$ cat config.mk
export PLATFORM = sky130hd
export DESIGN_NAME = adc_cfg_seq
export DESIGN_NICKNAME = d
export VERILOG_FILES = /design/src/rtl/adc_cfg_seq.sv
export SDC_FILE = /design/constraint.sdc
export NUM_CORES = 1
export LEC_CHECK = 0
export CORE_MARGIN = 2
export CORE_UTILIZATION = 48
export DETAILED_ROUTE_END_ITERATION = 12
export GPL_TIMING_DRIVEN = 0
export PLACE_DENSITY_LB_ADDON = 0.15
export SLEW_MARGIN = 20
export SYNTH_ARGS = -nofsm -noshare
export SYNTH_HDL_FRONTEND = slang
export SYNTH_SLANG_ARGS = --single-unit
$ cat constraint.sdc
create_clock -name wb_clk -period 2.56 [get_ports wb_clk]
set_clock_uncertainty 0.15 [all_clocks]
set_input_delay 0.256 -clock wb_clk [delete_from_list [all_inputs] [get_ports wb_clk]]
set_output_delay 0.256 -clock wb_clk [all_outputs]
set_load 0.005 [all_outputs]
$ cat src/rtl/adc_cfg_seq.sv
// adc_cfg_seq: Wishbone master that streams a table of SPI command words
// to each enabled ADC through the shared SPI master slave.
module adc_cfg_seq #(
    parameter int NWORDS    = 8,
    parameter int XFER_WAIT = 1600,
    parameter int ACK_TMO   = 255
) (
    input  logic        wb_clk,
    input  logic        wb_rst_n,
    input  logic        start,
    input  logic [3:0]  adc_mask,
    output logic [7:0]  tbl_adr,
    input  logic [15:0] tbl_dat,
    output logic        wb_adr_o,
    output logic [15:0] wb_dat_o,
    output logic        wb_we_o,
    output logic        wb_cyc_o,
    output logic        wb_stb_o,
    input  logic        wb_ack_i,
    input  logic        wb_err_i,
    output logic        busy,
    output logic        done,
    output logic        err
);
    typedef enum logic [3:0] {IDLE, SKIP, SETCS, FETCH, WRDAT, WAIT, DESEL, DONE, ERR} state_t;
    state_t      state, state_d;
    logic [3:0]  mask;
    logic [2:0]  adc;
    logic [7:0]  word;
    logic [15:0] xcnt;
    logic [7:0]  tmo;
    logic [15:0] data;
    logic        ph;
    logic        acc, can_start, fail, ack, xfer_end, last;
    logic [3:0]  pending;
    logic [2:0]  first;
    assign acc       = state inside {SETCS, WRDAT, DESEL};
    assign can_start = start && (state inside {IDLE, DONE, ERR});
    // error beats ack; timeout only when no ack arrives in the same cycle
    assign fail      = acc && (wb_err_i || (!wb_ack_i && 32'(tmo) >= ACK_TMO));
    assign ack       = acc && wb_ack_i && !wb_err_i;
    // a 3-bit index lets adc step past ADC 3, leaving nothing pending
    assign pending   = mask & (4'hF << adc);
    assign first     = pending[0] ? 3'd0 : pending[1] ? 3'd1 : pending[2] ? 3'd2 : 3'd3;
    assign xfer_end  = 32'(xcnt) + 32'd1 >= XFER_WAIT;
    assign last      = 32'(word) == NWORDS - 1;
    always_ff @(posedge wb_clk or negedge wb_rst_n) begin
        if (!wb_rst_n) state <= IDLE;
        else           state <= state_d;
    end
    always_comb begin
        state_d = state;
        case (state)
            IDLE:    state_d = can_start ? SKIP : IDLE;
            SKIP:    state_d = pending == 4'd0 ? DONE : SETCS;
            SETCS:   state_d = fail ? ERR : ack ? FETCH : SETCS;
            FETCH:   state_d = ph ? WRDAT : FETCH;
            WRDAT:   state_d = fail ? ERR : ack ? WAIT : WRDAT;
            WAIT:    state_d = !xfer_end ? WAIT : last ? DESEL : FETCH;
            DESEL:   state_d = fail ? ERR : ack ? SKIP : DESEL;
            DONE:    state_d = can_start ? SKIP : IDLE;
            ERR:     state_d = can_start ? SKIP : ERR;
            default: state_d = IDLE;
        endcase
    end
    // FETCH spends one cycle letting the sync ROM settle, then captures the word
    always_ff @(posedge wb_clk or negedge wb_rst_n) begin
        if (!wb_rst_n) begin
            mask <= '0;
            adc  <= '0;
            word <= '0;
            xcnt <= '0;
            tmo  <= '0;
            data <= '0;
            ph   <= 1'b0;
        end else begin
            tmo  <= acc ? tmo + 8'd1 : 8'd0;
            xcnt <= state == WAIT ? xcnt + 16'd1 : 16'd0;
            ph   <= state == FETCH && !ph;
            if (state == FETCH && ph) data <= tbl_dat;
            if (can_start) begin
                mask <= adc_mask;
                adc  <= '0;
                word <= '0;
            end
            if (state == SKIP) begin
                adc  <= first;
                word <= '0;
            end
            if (state == WAIT && xfer_end && !last) word <= word + 8'd1;
            if (state == DESEL && ack) adc <= adc + 3'd1;
        end
    end
    assign wb_cyc_o = acc;
    assign wb_stb_o = acc;
    assign wb_we_o  = acc;
    assign wb_adr_o = state == SETCS || state == DESEL;
    assign wb_dat_o = state == SETCS ? 16'd1 << adc[1:0] : state == WRDAT ? data : 16'd0;
    assign tbl_adr  = word;
    assign busy     = !(state inside {IDLE, DONE, ERR});
    assign done     = state == DONE;
    assign err      = state == ERR;
endmodule

Word level (Yosys, flattened, before mapping)
Cells that the tools add are included.
W data, S select, Z words.
Word-level totals
  bits in registers: 60
  word-level logic and storage cells: 77
Cells by class
  add/sub/neg operators: 5
  shift operators: 2
  multiplexer cells: 26
  reduce and logical (&&, ||, !) cells: 24
  bitwise operators: 1
  equal/unequal tests: 9
  $lt $le $gt $ge: 2
Operators with widths (number)
  $mux W16: 3
  $mux W8: 4
  $pmux W4 S8: 1
  $mux W3: 8
  $add A16 B1 Y17 const B: 1
  $ge A17 B11 Y1 const B: 1
  $add A16 B1 Y16 const B: 1
  $add A8 B1 Y8 const B: 2
  $eq A4 B3 Y1 const B: 4
  $mux W4: 4
  $shl A1 B2 Y16 const A: 1
  $reduce_bool A3 Y1: 4
  $logic_and A1 B1 Y1: 10
  $eq A4 B2 Y1 const B: 2
  $eq A8 B3 Y1 const B: 1
  $ge A8 B8 Y1 const B: 1
  $logic_not A4 Y1: 2
  $logic_not A1 Y1: 5
  $and A4 B4 Y4: 1
  $eq A4 B1 Y1 const B: 1
  $eq A4 B4 Y1 const B: 1
  $mux W1: 4
  $mux W2: 2
  $shl A4 B3 Y4 const A: 1
  other kinds (3): 4

Logic depth before layout (Yosys ltp)
Gate-level depths: netlist of the first run.
  depth in word-level cells: 7
  gate-level depth with buffers: 10

Worst setup path before layout of the first run
Ideal clock, no wire load.
  path kind: register -> register
  from: register xcnt[0]
  to: register word[4] (netlist: tbl_adr[4])
  stages on the path, launching flop included: 11
  arrival: 2.407 ns
  slack: -0.116 ns
  cells stage by stage: dfrtp_1 -> ha_1 -> clkbuf_2 -> inv_1 -> nor4_4 -> mux2_4 -> o2111ai_2 -> o21ai_4 -> or2_1 -> buf_6 -> a31o_1
On the way
  word-level cells in the longest chain between the ends: 5
  elaborated cells on any way between the ends: 6
  those cells by class: add/sub: 1; order compare: 1; mux: 1; reduce/logical: 3
RTL lines
  start: declaration: RTL line 30  | logic [15:0] xcnt;
  start signal: assignment: RTL line 78  | xcnt <= state == WAIT ? xcnt + 16'd1 : 16'd0;
  $add A16 B1 Y17 (*): RTL line 45  | assign xfer_end = 32'(xcnt) + 32'd1 >= XFER_WAIT;
  $ge A17 B11 Y1 (*): RTL line 45
  $logic_and A1 B1 Y1 (*) (2 in a row): RTL line 90  | if (state == WAIT && xfer_end && !last) word <= word + 8'd1;
  $reduce_bool A3 Y1 (no source line) or $mux W8 (tied branches)
  end signal: assignment: RTL line 90
  end: declaration: RTL line 29  | logic [7:0] word;
Every way passes the cells marked *; elsewhere a longest branch is shown, timed or not.
A chain may end at the register's enable or synchronous reset.

Worst setup path in the final report of the first run
  from: register xcnt[10]
  to: register word[7] (netlist: tbl_adr[7])
Same word-level chain as after synthesis.

==> results of run 1 <==
## routing by layer
layer | global-route usage (%) | vias to the layer above | share of wire [%]
li1 | - | 1305 | -
met1 | 26.9 | 1321 | 44
met2 | 34.5 | 55 | 50
met3 | 5.81 | 9 | 4.6
met4 | 6.25 | 0 | 0.86
met5 | 0 | - | 0
## worst max-delay path, cell delays in order, from the launching register on
cell and delay, ns:
dfrtp_1 0.47, nand3_2 0.16, nor4_4 0.36, mux2_4 0.34, o2111ai_4 0.22, o21ai_4 0.09, or2_1 0.24, buf_6 0.14
a31o_1 0.20
## synth_stat cells, drive strengths merged, types with 2 or more instances
| cell type | count | share of area, % |
|---|---|---|
| mux2 | 22 | 7.7 |
| nand2 | 20 | 2.4 |
| buf | 6 | 1.6 |
| xor2 | 7 | 1.9 |
| nor4 | 4 | 1.4 |
| or3 | 4 | 0.76 |
| o21ai | 9 | 1.7 |
| inv | 11 | 1.3 |
| nor3 | 14 | 2.1 |
| o211ai | 3 | 0.69 |
| ha | 9 | 3.4 |
| or4 | 2 | 0.46 |
| nor2b | 4 | 0.76 |
| nand3b | 2 | 0.46 |
| nor2 | 35 | 4.0 |
| xnor2 | 13 | 3.5 |
| nand3 | 19 | 3.1 |
| a31oi | 3 | 0.57 |
| a31o | 5 | 1.3 |
| or2b | 3 | 0.76 |
| and2 | 16 | 3.1 |
| clkbuf | 9 | 1.1 |
| a21oi | 9 | 1.4 |
| dfrtp | 60 | 46 |
| or2 | 3 | 0.57 |
| a22oi | 5 | 1.1 |
| nor3b | 2 | 0.46 |
| nand4 | 4 | 0.96 |
| and3 | 6 | 1.3 |
| a211oi | 3 | 0.69 |
| mux2i | 3 | 0.92 |
## kinds of logic after synthesis
family,Yosys count,share of synthesized area (%)
xor+xnor,20,5.35
buf+inv,26,3.97
flops,60,45.9
fa+ha+maj,9,3.44
mux,25,8.60
simple gates,142,23.6
compound gates,42,9.21
## path summary, 6_finish.rpt
kind / endpoint / cells after the start
worst max-delay path: tbl_adr[7] / 8
worst max register to register: tbl_adr[7] / 8
worst min-delay path: tmo[4] / 2
worst min register to register: tmo[0] / 1
min in group wb_clk: tmo[0] / 1
max in group asynchronous: xcnt[9] / 3
## per-stage QoR
stage,cell area [sq um],worst slack [ns],std cells,hold WS [ns]
after detailed placement,3940,-0.238,460,0.0157
after CTS,4290,-0.0185,491,0.184
after global routing,4350,-0.0167,493,0.205
after floorplan,3270,0.0210,324,-0.190
final,4350,0.0847,493,0.182
after global placement,3930,-0.918,459,0.291
## where the power goes
part | leakage, nW | switching (mW) | internal (mW) | total [mW]
combinational | 1.01 | 0.495 | 0.578 | 1.07
sequential | 0.772 | 0.127 | 1.17 | 1.30
clock | 0.0824 | 0.360 | 0.374 | 0.734
total | 1.87 | 0.981 | 2.12 | 3.10
## registers in the layout, indices dropped and copies added (netlist names)
name / flops
xcnt: 16
ph: 1
tbl_adr: 8
tmo: 8
mask: 4
state: 4
adc: 3
data: 16
## final cells by class
| type | count | area (sq um) | area share (%) |
|---|---|---|---|
| multi-input cells | 238 | 1710 | 39.3 |
| inverters | 11 | 41.3 | 0.949 |
| well taps | 80 | 100 | 2.30 |
| flip-flops and latches | 60 | 1510 | 34.7 |
| repair buffers | 76 | 716 | 16.4 |
| clock inverters | 4 | 25.0 | 0.575 |
| plain buffers | 12 | 103 | 2.36 |
| clock buffers | 12 | 145 | 3.33 |
## repair_timing
item | CTS | global route
hold endpoints to repair | 60 | 0
setup endpoints to repair | 22 | 17
gates resized for setup | 27 | 12
pin swaps | 5 | 6
gates cloned | 1 | 0
buffers inserted | 15 | 3
hold buffers | 1 | 0
==> flow_summary_export.csv, run 1 <==
group,metric,value,unit
clocking,clock_latency,0.34,ns
setup_path,critPathMaxFanout,7,
sta,setup_tns,0,ns
clocking,cts_buffer_depth,2,
clocking,cts_max_level,3,
finish,syn_to_final_growth,32.9,%
pwr,finalPower,3.10,mW
global_route,grt_use_total,20.9,%
route,routedWlPerCell,14.9,microns
route,ant_nets,0,
sta,relSlewSlack,52.4,%
synthesis,yosys.cell_types.count,56,
finish,drive_gt1_share,23.7,%
die,io_pins,56,
global_route,antenna_found_initial,0,
global_route,grt_pass1_vias,2600,
route,vias_per_cell,5.46,
clocking,cts.reportedPaths.clkPinSlew,0.07,ns
die,die_area,7500,sq um
synthesis,synth.avg_cell_area,10.1,sq um
die,fp.coreArea,6680,sq um
setup_path,reg2reg_from,"xcnt[10]",
setup_path,worstPathArrival,2.55,ns
clocking,cts.sinks,60,
finish,fillCellCount,541,
sta,hold_viol_final,0,
finish,diodes,0,
sta,finalCritPeriodShare,96.7,%
synthesis,ys_seq_elements,60,
sta,fmax,404,MHz
synthesis,yosysWarningCount,0,
synthesis,synthesis.area,3270,sq um
route,first_pass_iters,4,
synthesis,syn_inst,324,
synthesis,async_flop_share,100,%
die,start_util,49.0,%
global_route,grt_start_max_net_pins,42,
setup_path,cp_data_required_time,2.64,ns
setup_path,critPathKind,"reg2reg",
die,die_w,86.6,microns
sta,setup_viol,0,
setup_path,crit_start,"xcnt[10]",
finish,layout.cells.most_common,"dfrtp_1",
finish,final_util,65.1,%
placement,gp_congestion,0.795,
pwr,ir_drop,0.000364,V
finish,final_cell_mix,"dfrtp_1 (52), clkdlybuf4s50_1 (45), nor2_1 (34)",
setup_path,end_kind,"register",
placement,hpwl,4940,microns
route,vias,2690,
route,route.detailed.drc,0,
global_route,grt_pass1_wl,12300,microns
sta,final_max_slew_viol_count,0,
finish,final_nets,442,
status,status,"completed",
synthesis,synth_fp_nets,358,
synthesis,synthFlopType,"dfrtp_1",
run,cap_violations,0,
setup_path,rrSetupSlack,0.08,ns
clocking,root_buffer,"clkbuf_8",
pwr,cellPowerDensity,713,nW/um^2
die,rows,30,
route,routed_wl,7350,microns
clocking,numCtsBuffers,9,
route,detail_route.iter0.violations,114,
sta,tightest_slew,0.709,ns
synthesis,yosysSeqAreaShare,45.9,%
pwr,p_leak,1.87,nW
die,die_h,86.6,microns
clocking,cts_tree,"built",
global_route,overflow,0,
synthesis,synth_edf_count,0,
setup_path,cp-start-kind,"register",
worst_hold_path,hold_class,"in2async",
sta,period_needed,2.48,ns
placement,io_buffer_count,55,
Power figures use the tool's default switching activity.
==> run 2, diff against run 1 <==
Settings changed: SLEW_MARGIN 20 to unset.
==> run 2 against run 1 <==
  * Non-clock buffer count is 6 higher
  * Die area stayed put
  * Register-to-register slack better by 0.03 ns
  * Final cell count is 1.2% higher
  * Highest routed layer unchanged
  * First-iteration DRC count is 18% lower
  * Clock power is 0.7% lower
  * Combinational power is 4% lower
  * Design area is 1.5% higher
  * Sequential cell count stayed put
  * Critical path type is now reg2out
  * Worst setup slack worse by 0.037 ns
  * Critical path depth is 3 lower
==> flow_summary_export.csv, run 2 (synthesis gave the netlist of run 1 again) <==
group,metric,value,unit
clocking,numCtsBuffers,9,
route,routedWlPerCell,14.8,microns
route,vias,2694,
die,die_area,7500,sq um
pwr,cellPowerDensity,697,nW/um^2
placement,hpwl,4920,microns
setup_path,worstPathArrival,2.11,ns
clocking,cts_max_level,3,
route,detail_route.iter0.violations,94,
finish,diodes,0,
finish,largest_registers,"data (16), xcnt (16)",
route,ant_nets,0,
global_route,grt_pass1_vias,2607,
finish,final_cell_mix,"dfrtp_1 (52), clkdlybuf4s50_1 (49), nor2_1 (34)",
sta,hold_ws,0.272,ns
setup_path,rrSetupSlack,0.11,ns
sta,setup_viol,0,
setup_path,critPathKind,"reg2out",
sta,tightest_slew,0.715,ns
global_route,overflow,0,
clocking,cts.sinks,60,
sta,hold_viol_final,0,
worst_hold_path,hold_class,"in2async",
route,wl_met1,3410,microns
global_route,grt_start_max_net_pins,41,
sta,relSlewSlack,52.0,%
placement,placedCellCount,460,
sta,rsz0062_at_grt,"yes",
die,io_pins,56,
finish,final_cells,499,
clocking,cts_buffer_depth,2,
setup_path,cp-start-kind,"register",
pwr,ir_drop,0.000474,V
clocking,cts.reportedPaths.clkPinSlew,0.06,ns
sta,final_max_slew_viol_count,0,
sta,finalCritPeriodShare,98.1,%
setup_path,cp_data_required_time,2.15,ns
finish,final_nets,448,
setup_path,end_kind,"output pin",
die,die_h,86.6,microns
placement,gp_congestion,0.795,
route,vias_per_cell,5.40,
die,die_w,86.6,microns
finish,syn_to_final_growth,34.9,%
run,cap_violations,0,
route,first_pass_iters,4,
finish,layout.cells.most_common,"dfrtp_1",
global_route,grt_pass1_wl,12300,microns
global_route,grt_use_total,20.9,%
placement,place_ws,-0.225,ns
route,top_layer,"met4",
global_route,antenna_found_initial,0,
clocking,root_buffer,"clkbuf_8",
die,fp.coreArea,6680,sq um
die,rows,30,
route,wl_met3,223,microns
die,start_util,49.0,%
pwr,p_leak,1.93,nW
route,route.detailed.drc,0,
pwr,finalPower,3.08,mW
sta,fmax,398,MHz
clocking,clock_latency,0.34,ns
status,status,"completed",
placement,io_buffer_count,55,
sta,period_needed,2.51,ns
finish,drive_gt1_share,24.3,%
sta,layout_setup_ws,0.0474,ns
setup_path,critPathMaxFanout,5,
route,wl_met2,3620,microns
clocking,cts_tree,"built",
route,routed_wl,7370,microns
[run 2: what timing repair did]
| action | CTS | global route |
|---|---|---|
| gates cloned | 1 | 0 |
| hold buffers | 1 | 0 |
| endpoints found under the setup margin | 22 | 22 |
| setup buffers | 12 | 12 |
| pin swaps | 5 | 5 |
| endpoints found under the hold margin | 20 | 0 |
| resized for setup | 20 | 18 |
[run 2: final timing paths]
path | from | endpoint | depth (start not counted)
worst max-delay path | state[3] | wb_dat_o[15] | 5
worst min-delay path | wb_rst_n | data[15] | 2
worst max register to register | xcnt[3] | tbl_adr[2] | 8
worst min register to register | tmo[0] | tmo[0] | 1
max in group asynchronous | wb_rst_n | xcnt[3] | 3
min in group wb_clk | tmo[0] | tmo[0] | 1
[run 2: metal layers]
| metal | GRT usage [%] | up-vias |
|---|---|---|
| met5 | 0 | - |
| met4 | 8.38 | 0 |
| met3 | 5.14 | 9 |
| met2 | 34.4 | 40 |
| met1 | 26.6 | 1337 |
| li1 | - | 1308 |
[run 2: where the power goes]
part           leakage [nW]  total [mW]  internal (mW)  switching (mW)
Combinational          1.08        1.03          0.563           0.465
Sequential            0.772        1.32           1.17           0.148
Clock                0.0844       0.729          0.376           0.353
Total                  1.93        3.08           2.11           0.966
[run 2: layout make-up]
class | instances | area [sq um]
Multi-Input combinational cell | 238 | 1720
Clock buffer | 14 | 153
Fill cell | 551 | 2260
Inverter | 11 | 41.3
Timing Repair Buffer | 82 | 776
Buffer | 12 | 104
Sequential cell | 60 | 1510
Clock inverter | 2 | 10.0
Tap cell | 80 | 100
[run 2: critical path, stage by stage (launching register included)]
cell             delay, ns
dfrtp_1               0.44
or2b_4                0.29
nor3_4                0.25
buf_4                 0.17
and2_1                0.12
clkdlybuf4s50_1       0.50
[run 2: through the flow]
stage	utilization (%)	cell area, sq um	setup TNS [ns]
detailed placement	59.0	3940	-1.98
finish	66.1	4420	0
global route	66.1	4420	-0.114
CTS	64.0	4270	-0.0197
global placement	58.7	3930	-56.76
floorplan	-	3270	0
==> run 3, diff against run 2 <==
Settings changed: CELL_PAD_IN_SITES_DETAIL_PLACEMENT set to 1, CELL_PAD_IN_SITES_GLOBAL_PLACEMENT set to 2, CORE_UTILIZATION 48 to 30.
==> run 3 against run 2 <==
  * Fmax increased by 2.7%
  * Worst hold slack improved by 0.033 ns
  * Non-clock buffer count decreased by 1
  * Power increased by 12%
  * Combinational power about the same
  * Final cell count increased by 12%
  * Register-to-register slack improved by 0.02 ns
  * Sequential cell count unchanged
  * Utilization decreased by 24 points
  * Die area increased by 57%
  * First-iteration DRC count decreased by 51%
  * Routed wire length increased by 10%
==> flow_summary_export.csv, run 3 (synthesis gave the netlist of run 1 again) <==
group,metric,value,unit
route,vias,2675,
placement,hpwl,5600,microns
setup_path,max_stage_delay,0.48,ns
die,rows,38,
placement,placedCellCount,519,
die,io_pins,56,
placement,placed_cell_area,4000,sq um
pwr,cellPowerDensity,754,nW/um^2
setup_path,cp-start-kind,"register",
global_route,grt_pass1_vias,2824,
die,die_h,108,microns
finish,syn_to_final_growth,39.2,%
sta,hold_viol_final,0,
sta,tightest_slew,0.783,ns
finish,layout.cells.most_common,"dfrtp_1",
placement,place_ws,-0.293,ns
setup_path,end_kind,"output pin",
worst_hold_path,hold-path-cell-count,1,
clocking,cts_max_level,3,
global_route,grt_pass1_wl,14000,microns
die,die_area,11800,sq um
placement,io_buffer_count,55,
route,routedWlPerCell,14.6,microns
worst_hold_path,hold_end,"tmo[0]",
die,fp.coreArea,10700,sq um
sta,setup_viol,0,
route,vias_per_cell,4.79,
clocking,cts_tree,"built",
global_route,overflow,0,
sta,fmax,409,MHz
setup_path,cp_data_required_time,2.15,ns
pwr,p_leak,1.97,nW
finish,drive_gt1_share,25.4,%
finish,diodes,0,
route,ant_nets,0,
worst_hold_path,worstHoldStart,"tmo[0]",
setup_path,worstPathArrival,2.04,ns
sta,period_needed,2.45,ns
placement,gp_congestion,0.720,
finish,final_cells,558,
setup_path,critPathMaxFanout,8,
sta,rsz0062_at_grt,"yes",
setup_path,path_cells,"buf_6 > buf_6 > nor2_1 > or3_4 > inv_4 > buf_4 > clkdlybuf4s50_1",
clocking,cts.reportedPaths.clkPinSlew,0.08,ns
pwr,finalPower,3.44,mW
setup_path,rr_endpoint,"tbl_adr[2]",
die,die_w,108,microns
clocking,cts_buffer_depth,2,
setup_path,worstRegToRegCells,8,
setup_path,crit_top_cell,"buf_6",
route,detail_route.iter0.violations,46,
sta,relSlewSlack,47.8,%
clocking,cts.sinks,60,
finish,largest_registers,"data (16), xcnt (16)",
pwr,ir_drop,0.000349,V
setup_path,path_buf_inv,5,
route,routed_wl,8120,microns
setup_path,critPathKind,"reg2out",
run,cap_violations,0,
clocking,numCtsBuffers,9,
status,status,"completed",
global_route,grt_start_max_net_pins,61,
clocking,clock_latency,0.34,ns
sta,final_max_slew_viol_count,0,
finish,final_nets,447,
setup_path,cp_top_family,"buffers and inverters",
route,first_pass_iters,3,
finish,final_util,42.4,%
sta,setup_tns,0,ns
finish,final_cell_mix,"dfrtp_1 (51), clkdlybuf4s50_1 (44), nor2_1 (35)",
setup_path,rrSetupSlack,0.13,ns
global_route,grt_use_total,15.2,%
route,route.detailed.drc,0,
sta,layout_setup_ws,0.115,ns
die,start_util,30.5,%
global_route,antenna_found_initial,0,
setup_path,cp_slowest_cell,"clkdlybuf4s50_1",
setup_path,reg2reg_from,"xcnt[2]",
finish,fin_area,4560,sq um
sta,finalCritPeriodShare,95.5,%
clocking,root_buffer,"clkbuf_8",
sta,hold_ws,0.305,ns
worst_hold_path,hold_class,"reg2reg",
==> run 3: changes by cell type in the layout (fill, tap and decap cells not counted), moves of 3 or more <==
cell             previous run  this run
dlygate4sd2_1               1         8
bufinv_16                   0         3
clkdlybuf4s50_1            49        44
clkbuf_1                    8         4
clkinv_4                    0         4
==> run 3: worst max-delay path by stage <==
stage	from	to	slack, ns	cells after the start
2_1_floorplan	xcnt[0]	tbl_adr[4]	0.02	10
3_3_place_gp	wb_rst_n	xcnt[4]	-1.11	1
3_5_place_dp	xcnt[0]	tbl_adr[6]	-0.29	10
4_1_cts	state[2]	wb_dat_o[9]	0.0005	6
5_1_grt	xcnt[2]	tbl_adr[7]	-0.001	8
6_report	state[2]	wb_stb_o	0.11	7
==> run 3: area by class of cell <==
cell class              count  area, sq um
flip-flops and latches     60         1510
plain buffers              13          109
well taps                 140          175
fillers                  1212         6190
inverters                  11         43.8
clock buffers               9          124
multi-input cells         238         1730
repair buffers             80          743
clock inverters             7          125
==> run 3: per-layer routing <==
metal  wire (microns)  GRT usage [%]
met4               95           4.12
met2             3840           24.5
met1             3910           20.0
met5                0              0
met3              272           4.16
==> run 3: power by group <==
part	switching [mW]	leakage, nW	total, mW	internal (mW)
Combinational	0.487	1.08	1.06	0.577
Sequential	0.134	0.770	1.30	1.17
Clock	0.417	0.124	1.07	0.653
Total	1.04	1.97	3.44	2.40
==> run 3: worst register-to-register path: stages, from the launching register on <==
cell       delay (ns)
dfrtp_2          0.42
nand4_4          0.19
nor4_4           0.34
mux2_4           0.34
o2111ai_4        0.22
o21ai_4          0.07
or2_1            0.25
buf_6            0.14
a31o_1           0.21
==> run 3: timing repair <==
item / CTS / global route
gates cloned: 1 / 0
hold buffers: 1 / 0
endpoints found under the hold margin: 60 / 0
resized for setup: 29 / 19
setup buffers: 14 / 9
setup endpoints to repair: 23 / 18
pin swaps: 5 / 13
